## config.mk

```make
export PLATFORM = sky130hd
export DESIGN_NAME = ascii_conv_arbiter
export DESIGN_NICKNAME = d
export VERILOG_FILES = /design/src/rtl/ascii_conv_arbiter.sv
export SDC_FILE = /design/constraint.sdc
export NUM_CORES = 1
export LEC_CHECK = 0
export CORE_MARGIN = 2
export CORE_UTILIZATION = 41
export DETAILED_ROUTE_END_ITERATION = 8
export PLACE_DENSITY = 0.79
export SLEW_MARGIN = 40
export SYNTH_ARGS = -nofsm -noshare
export SYNTH_HDL_FRONTEND = slang
export SYNTH_SLANG_ARGS = --single-unit
```

## constraint.sdc

```tcl
create_clock -name clk -period 2.2 [get_ports clk]
set_input_delay 0.44 -clock clk [delete_from_list [all_inputs] [get_ports clk]]
set_output_delay 0.44 -clock clk [all_outputs]
set_load 0.02 [all_outputs]
```

## src/rtl/ascii_conv_arbiter.sv

```systemverilog
`default_nettype none
// ============================================================================
// Module   : ascii_conv_arbiter
// Purpose  : Round-robin sharing of one combinational ASCII converter between
//            two byte requesters, with a one-entry valid/ready output stage and
//            saturating per-requester Cap counters.
// Revision : 1.0 - initial release
// ============================================================================
module ascii_conv_arbiter #(
  parameter int DATA_W = 8,
  parameter int CNT_W  = 8
) (
  input  logic              clk,
  input  logic              reset,
  input  logic              req0,
  input  logic [DATA_W-1:0] data0,
  output logic              ack0,
  input  logic              req1,
  input  logic [DATA_W-1:0] data1,
  output logic              ack1,
  output logic [DATA_W-1:0] conv_in,
  input  logic [DATA_W-1:0] conv_out,
  input  logic              conv_cap,
  output logic              out_valid,
  input  logic              out_ready,
  output logic [DATA_W-1:0] out_data,
  output logic              out_cap,
  output logic              out_src,
  input  logic              clr,
  output logic [CNT_W-1:0]  cap_cnt0,
  output logic [CNT_W-1:0]  cap_cnt1
);

  localparam logic [CNT_W-1:0] C_CNT_MAX = {CNT_W{1'b1}};

  logic              out_valid_q, out_valid_d;
  logic [DATA_W-1:0] out_data_q,  out_data_d;
  logic              out_cap_q,   out_cap_d;
  logic              out_src_q,   out_src_d;
  logic              last_grant_q, last_grant_d;
  logic [CNT_W-1:0]  cap_cnt0_q,  cap_cnt0_d;
  logic [CNT_W-1:0]  cap_cnt1_q,  cap_cnt1_d;

  logic w_acc, w_grant0, w_grant1, w_any;

  // Under contention the requester that did not win last time is served.
  always_comb begin
    w_acc    = !out_valid_q || out_ready;
    w_grant0 = req0 && (!req1 || last_grant_q);
    w_grant1 = req1 && (!req0 || !last_grant_q);
    ack0     = !reset && w_acc && w_grant0;
    ack1     = !reset && w_acc && w_grant1;
    w_any    = ack0 || ack1;
    if (ack0)      conv_in = data0;
    else if (ack1) conv_in = data1;
    else           conv_in = '0;
  end

  always_comb begin
    out_valid_d  = out_valid_q;
    out_data_d   = out_data_q;
    out_cap_d    = out_cap_q;
    out_src_d    = out_src_q;
    last_grant_d = last_grant_q;
    cap_cnt0_d   = cap_cnt0_q;
    cap_cnt1_d   = cap_cnt1_q;

    if (w_any) begin
      out_valid_d  = 1'b1;
      out_data_d   = conv_out;
      out_cap_d    = conv_cap;
      out_src_d    = ack1;
      last_grant_d = ack1;
      if (conv_cap && ack0 && cap_cnt0_q != C_CNT_MAX) cap_cnt0_d = cap_cnt0_q + 1'b1;
      if (conv_cap && ack1 && cap_cnt1_q != C_CNT_MAX) cap_cnt1_d = cap_cnt1_q + 1'b1;
    end else if (out_valid_q && out_ready) begin
      out_valid_d = 1'b0;
    end

    // Clear wins over a same-cycle increment.
    if (clr) begin
      cap_cnt0_d = '0;
      cap_cnt1_d = '0;
    end
  end

  always_ff @(posedge clk or posedge reset) begin
    if (reset) begin
      out_valid_q  <= 1'b0;
      out_data_q   <= '0;
      out_cap_q    <= 1'b0;
      out_src_q    <= 1'b0;
      last_grant_q <= 1'b1;
      cap_cnt0_q   <= '0;
      cap_cnt1_q   <= '0;
    end else begin
      out_valid_q  <= out_valid_d;
      out_data_q   <= out_data_d;
      out_cap_q    <= out_cap_d;
      out_src_q    <= out_src_d;
      last_grant_q <= last_grant_d;
      cap_cnt0_q   <= cap_cnt0_d;
      cap_cnt1_q   <= cap_cnt1_d;
    end
  end

  assign out_valid = out_valid_q;
  assign out_data  = out_data_q;
  assign out_cap   = out_cap_q;
  assign out_src   = out_src_q;
  assign cap_cnt0  = cap_cnt0_q;
  assign cap_cnt1  = cap_cnt1_q;

endmodule
`default_nettype wire
```

==> results of run 1 <==
-- routing by layer --
| metal | vias up | part of all wire (%) | GRT usage, % |
|---|---|---|---|
| met4 | 0 | 2.7 | 8.51 |
| met5 | - | 0 | 0 |
| met1 | 720 | 39 | 25.3 |
| li1 | 695 | - | - |
| met3 | 12 | 5.2 | 5.99 |
| met2 | 58 | 53 | 36.5 |
-- stage by stage --
step                hold WS [ps]  power, uW  setup TNS [ps]  area [um^2]  cells
floorplan                    349        867               0         1490    138
global placement             464       1140           -4410         2300    259
detailed placement           475       1160           -5450         2300    259
CTS                          506       1410            -529         2360    266
global route                 290       1490            -112         2380    267
finish                       279       1410           -23.6         2380    267
-- logic make-up after synthesis --
group	Yosys count
compound gates	43
fa+ha+maj	2
buf+inv	12
flops	28
mux	10
simple gates	43
-- worst max-delay path: cells and delay by family (launching register included) --
kind                   cells  cell delay (ps)
AOI/OAI and AO/OA          2              420
DFF                        1              580
and+or+nand+nor            1               70
buffers and inverters      3              380
-- placed cells by master (no fill, tap or decap), types with 2 or more instances in the layout --
cell	netlist	layout
ha_1	2	2
inv_1	4	4
o31ai_1	7	7
nand4_1	2	2
nand2_1	7	7
dfrtp_1	27	27
a21o_1	2	2
buf_4	0	16
or4_1	9	9
o21ai_0	2	2
clkbuf_4	0	3
or3_1	4	4
dlygate4sd2_1	0	2
a21oi_1	14	14
o41ai_1	4	4
clkdlybuf4s50_1	0	53
buf_2	4	3
nor2_1	2	2
buf_6	0	8
mux2_1	10	10
a22o_1	8	8
and2_1	2	2
dlymetal6s2s_1	0	2
nand3_1	6	6
-- final cells by class --
type / count / area (um^2)
Inverter: 5 / 18.8
Tap cell: 46 / 57.6
Timing Repair Buffer: 86 / 813
Multi-Input combinational cell: 98 / 752
Sequential cell: 28 / 702
Fill cell: 277 / 1040
Clock buffer: 4 / 36.3
-- flip-flops by register name (all words and copies together), names as in the netlist --
| signal | flops |
|---|---|
| cap_cnt0 | 8 |
| cap_cnt1 | 8 |
| last_grant_q | 1 |
| out_cap | 1 |
| out_data | 8 |
| out_src | 1 |
| out_valid | 1 |
-- path summary, 6_finish.rpt --
check	start	cells past startpoint	slack, ps	endpoint
worst max-delay path	last_grant_q	6	-20	conv_in[0]
worst min-delay path	reset	3	280	out_src
worst max register to register	last_grant_q	5	460	cap_cnt1[5]
worst min register to register	out_src	1	500	out_src
max in group asynchronous	reset	3	1620	last_grant_q
min in group clk	out_src	1	500	out_src
-- report_power, final --
group / leakage [uW] / switching, uW / internal [uW]
Combinational: 0.000622 / 251 / 283
Clock: 0.0000210 / 147 / 101
Sequential: 0.000362 / 42.9 / 588
Total: 0.00101 / 441 / 973
-- repair_timing --
item                                    CTS  global route
gates resized for setup                  33            25
buffers inserted                          2             1
cloned                                    1             0
endpoints found under the setup margin   10            10
pin swaps                                 3             5
==> run metrics, run 1 <==
status=finished, violations left; failing checks=negative setup slack; top_reg_cell synth=dfrtp_1; vias in the first global route=1477; FFs w/ async S/R, synth=100%; Via Count=between 1000 and 1500; crit end category=output port; hold-fix buffers at CTS=0; power per cell area=a little under 600 nW/um^2; crit path DAT=roughly 1800 ps; die width=64.3 um; Post-synth EDFFs=0; CP required=between 1500 and 2000 ps; Area growth syn-to-layout=59.7%; RSZ-0062 raised after global routing=true; DR vias/cell=~5.6; mux contribution to synthesized area=under 10%; Yosys reg bits=28; CP max FO=5; initial antenna violation count=0; CTS Buffer Depth=2; Critical Path Source Type=flop; Synth area leader=dfrtp_1; Initial DRT Pass Iterations=4; synth unique cells=39; Total GRT Usage=roughly a fifth; final antenna-violating net count=0; post-synth top area share=45.3%; drt wl/cell=between 15 and 20 um; simple-gate share of the synthesized area=19.4%; hold crit path type=in2async; Max rail drop VDD=about 0.60 mV; skew final=~16 ps; CTS tree=done; post-synthesis adder-cell area fraction=1.68%; Max Fclk=0.450 GHz; CP most frequent cell=buf_6; Syn Area/Cell=10.8 um^2; max_cap viols=0; Final setup viols=1; die footprint=4130 um^2; wire length of the first global-routing pass=between 6000 and 7000 um; main combinational cell family by area after synthesis=compound AO/OA/AOI/OAI gates; total grt overflow=0; Post-DP HPWL=3330 um; Final Net Count=about 260; final wirelength=about 4300 um; I/O Pins=between 60 and 70; top cells by count, synth=dfrtp_1 (27), a21oi_1 (14), mux2_1 (10); core area=between 3000 and 4000 um^2; Slew HR=between 60% and 70%; share of cells above drive strength 1=18.6%; post-layout util=between 60% and 70%; H-tree lvl count=1; Post-Syn Nets=about 170; Slew Limit Fails=0; pre-CTS setup slack=-553 ps; Worst-Skew Late Latency=~330 ps; diode count=0; worst slew pin tran=between 500 and 600 ps; starting density of the core=between 40% and 50%; port bufs=between 60 and 70; Lkg Pwr=approximately 0.001 uW; CTS clk-pin slew, worst paths=about 150 ps; largest cells by area after synthesis=dfrtp_1 (45%), mux2_1 (7.6%), a21oi_1 (4.7%); number of buffers created by CTS=3; Chip Height=around 64 um; Core Rows=21; initial DRC count=between 80 and 90; Syn. warnings=0; Synth Area in Compound Gates=20.9%; Post-Synthesis Cells=~140; CP cell instances=a21bo_1 -> nor3b_4 -> buf_6 -> buf_6 -> a22o_1 -> buf_6; final worst slack=-23.6 ps; Post-route DRC=0; part of the cycle the worst path needs=101%; CP Class=reg2out; CP max stage delay=between 500 and 600 ps; largest net degree at the start of global routing=29; synthesized area=approximately 1500 um^2; Critical-path top delay cell=dfstp_2; Root Buffer=clkbuf_4; # clock sinks=28; post-synthesis xor/xnor area fraction=0%; most common cell in the synthesized netlist=dfrtp_1; Hold Violations, Final=0; gpl congestion=~0.86; minimum clock period=2220 ps; Seq/Total Area, Yosys=a little under half
No activity file was read; power rests on OpenSTA's default activity.
==> run 2: changes to the inputs <==
--- a/config.mk
+++ b/config.mk
@@ -5,11 +5,12 @@
 export SDC_FILE = /design/constraint.sdc
 export NUM_CORES = 1
 export LEC_CHECK = 0
+export CAP_MARGIN = 20
 export CORE_MARGIN = 2
 export CORE_UTILIZATION = 41
 export DETAILED_ROUTE_END_ITERATION = 8
 export PLACE_DENSITY = 0.79
-export SLEW_MARGIN = 40
+export SLEW_MARGIN = 30
 export SYNTH_ARGS = -nofsm -noshare
 export SYNTH_HDL_FRONTEND = slang
 export SYNTH_SLANG_ARGS = --single-unit
==> results of run 2 <==
Same layout as run 1: the final DEF is identical, and so are final timing and power.
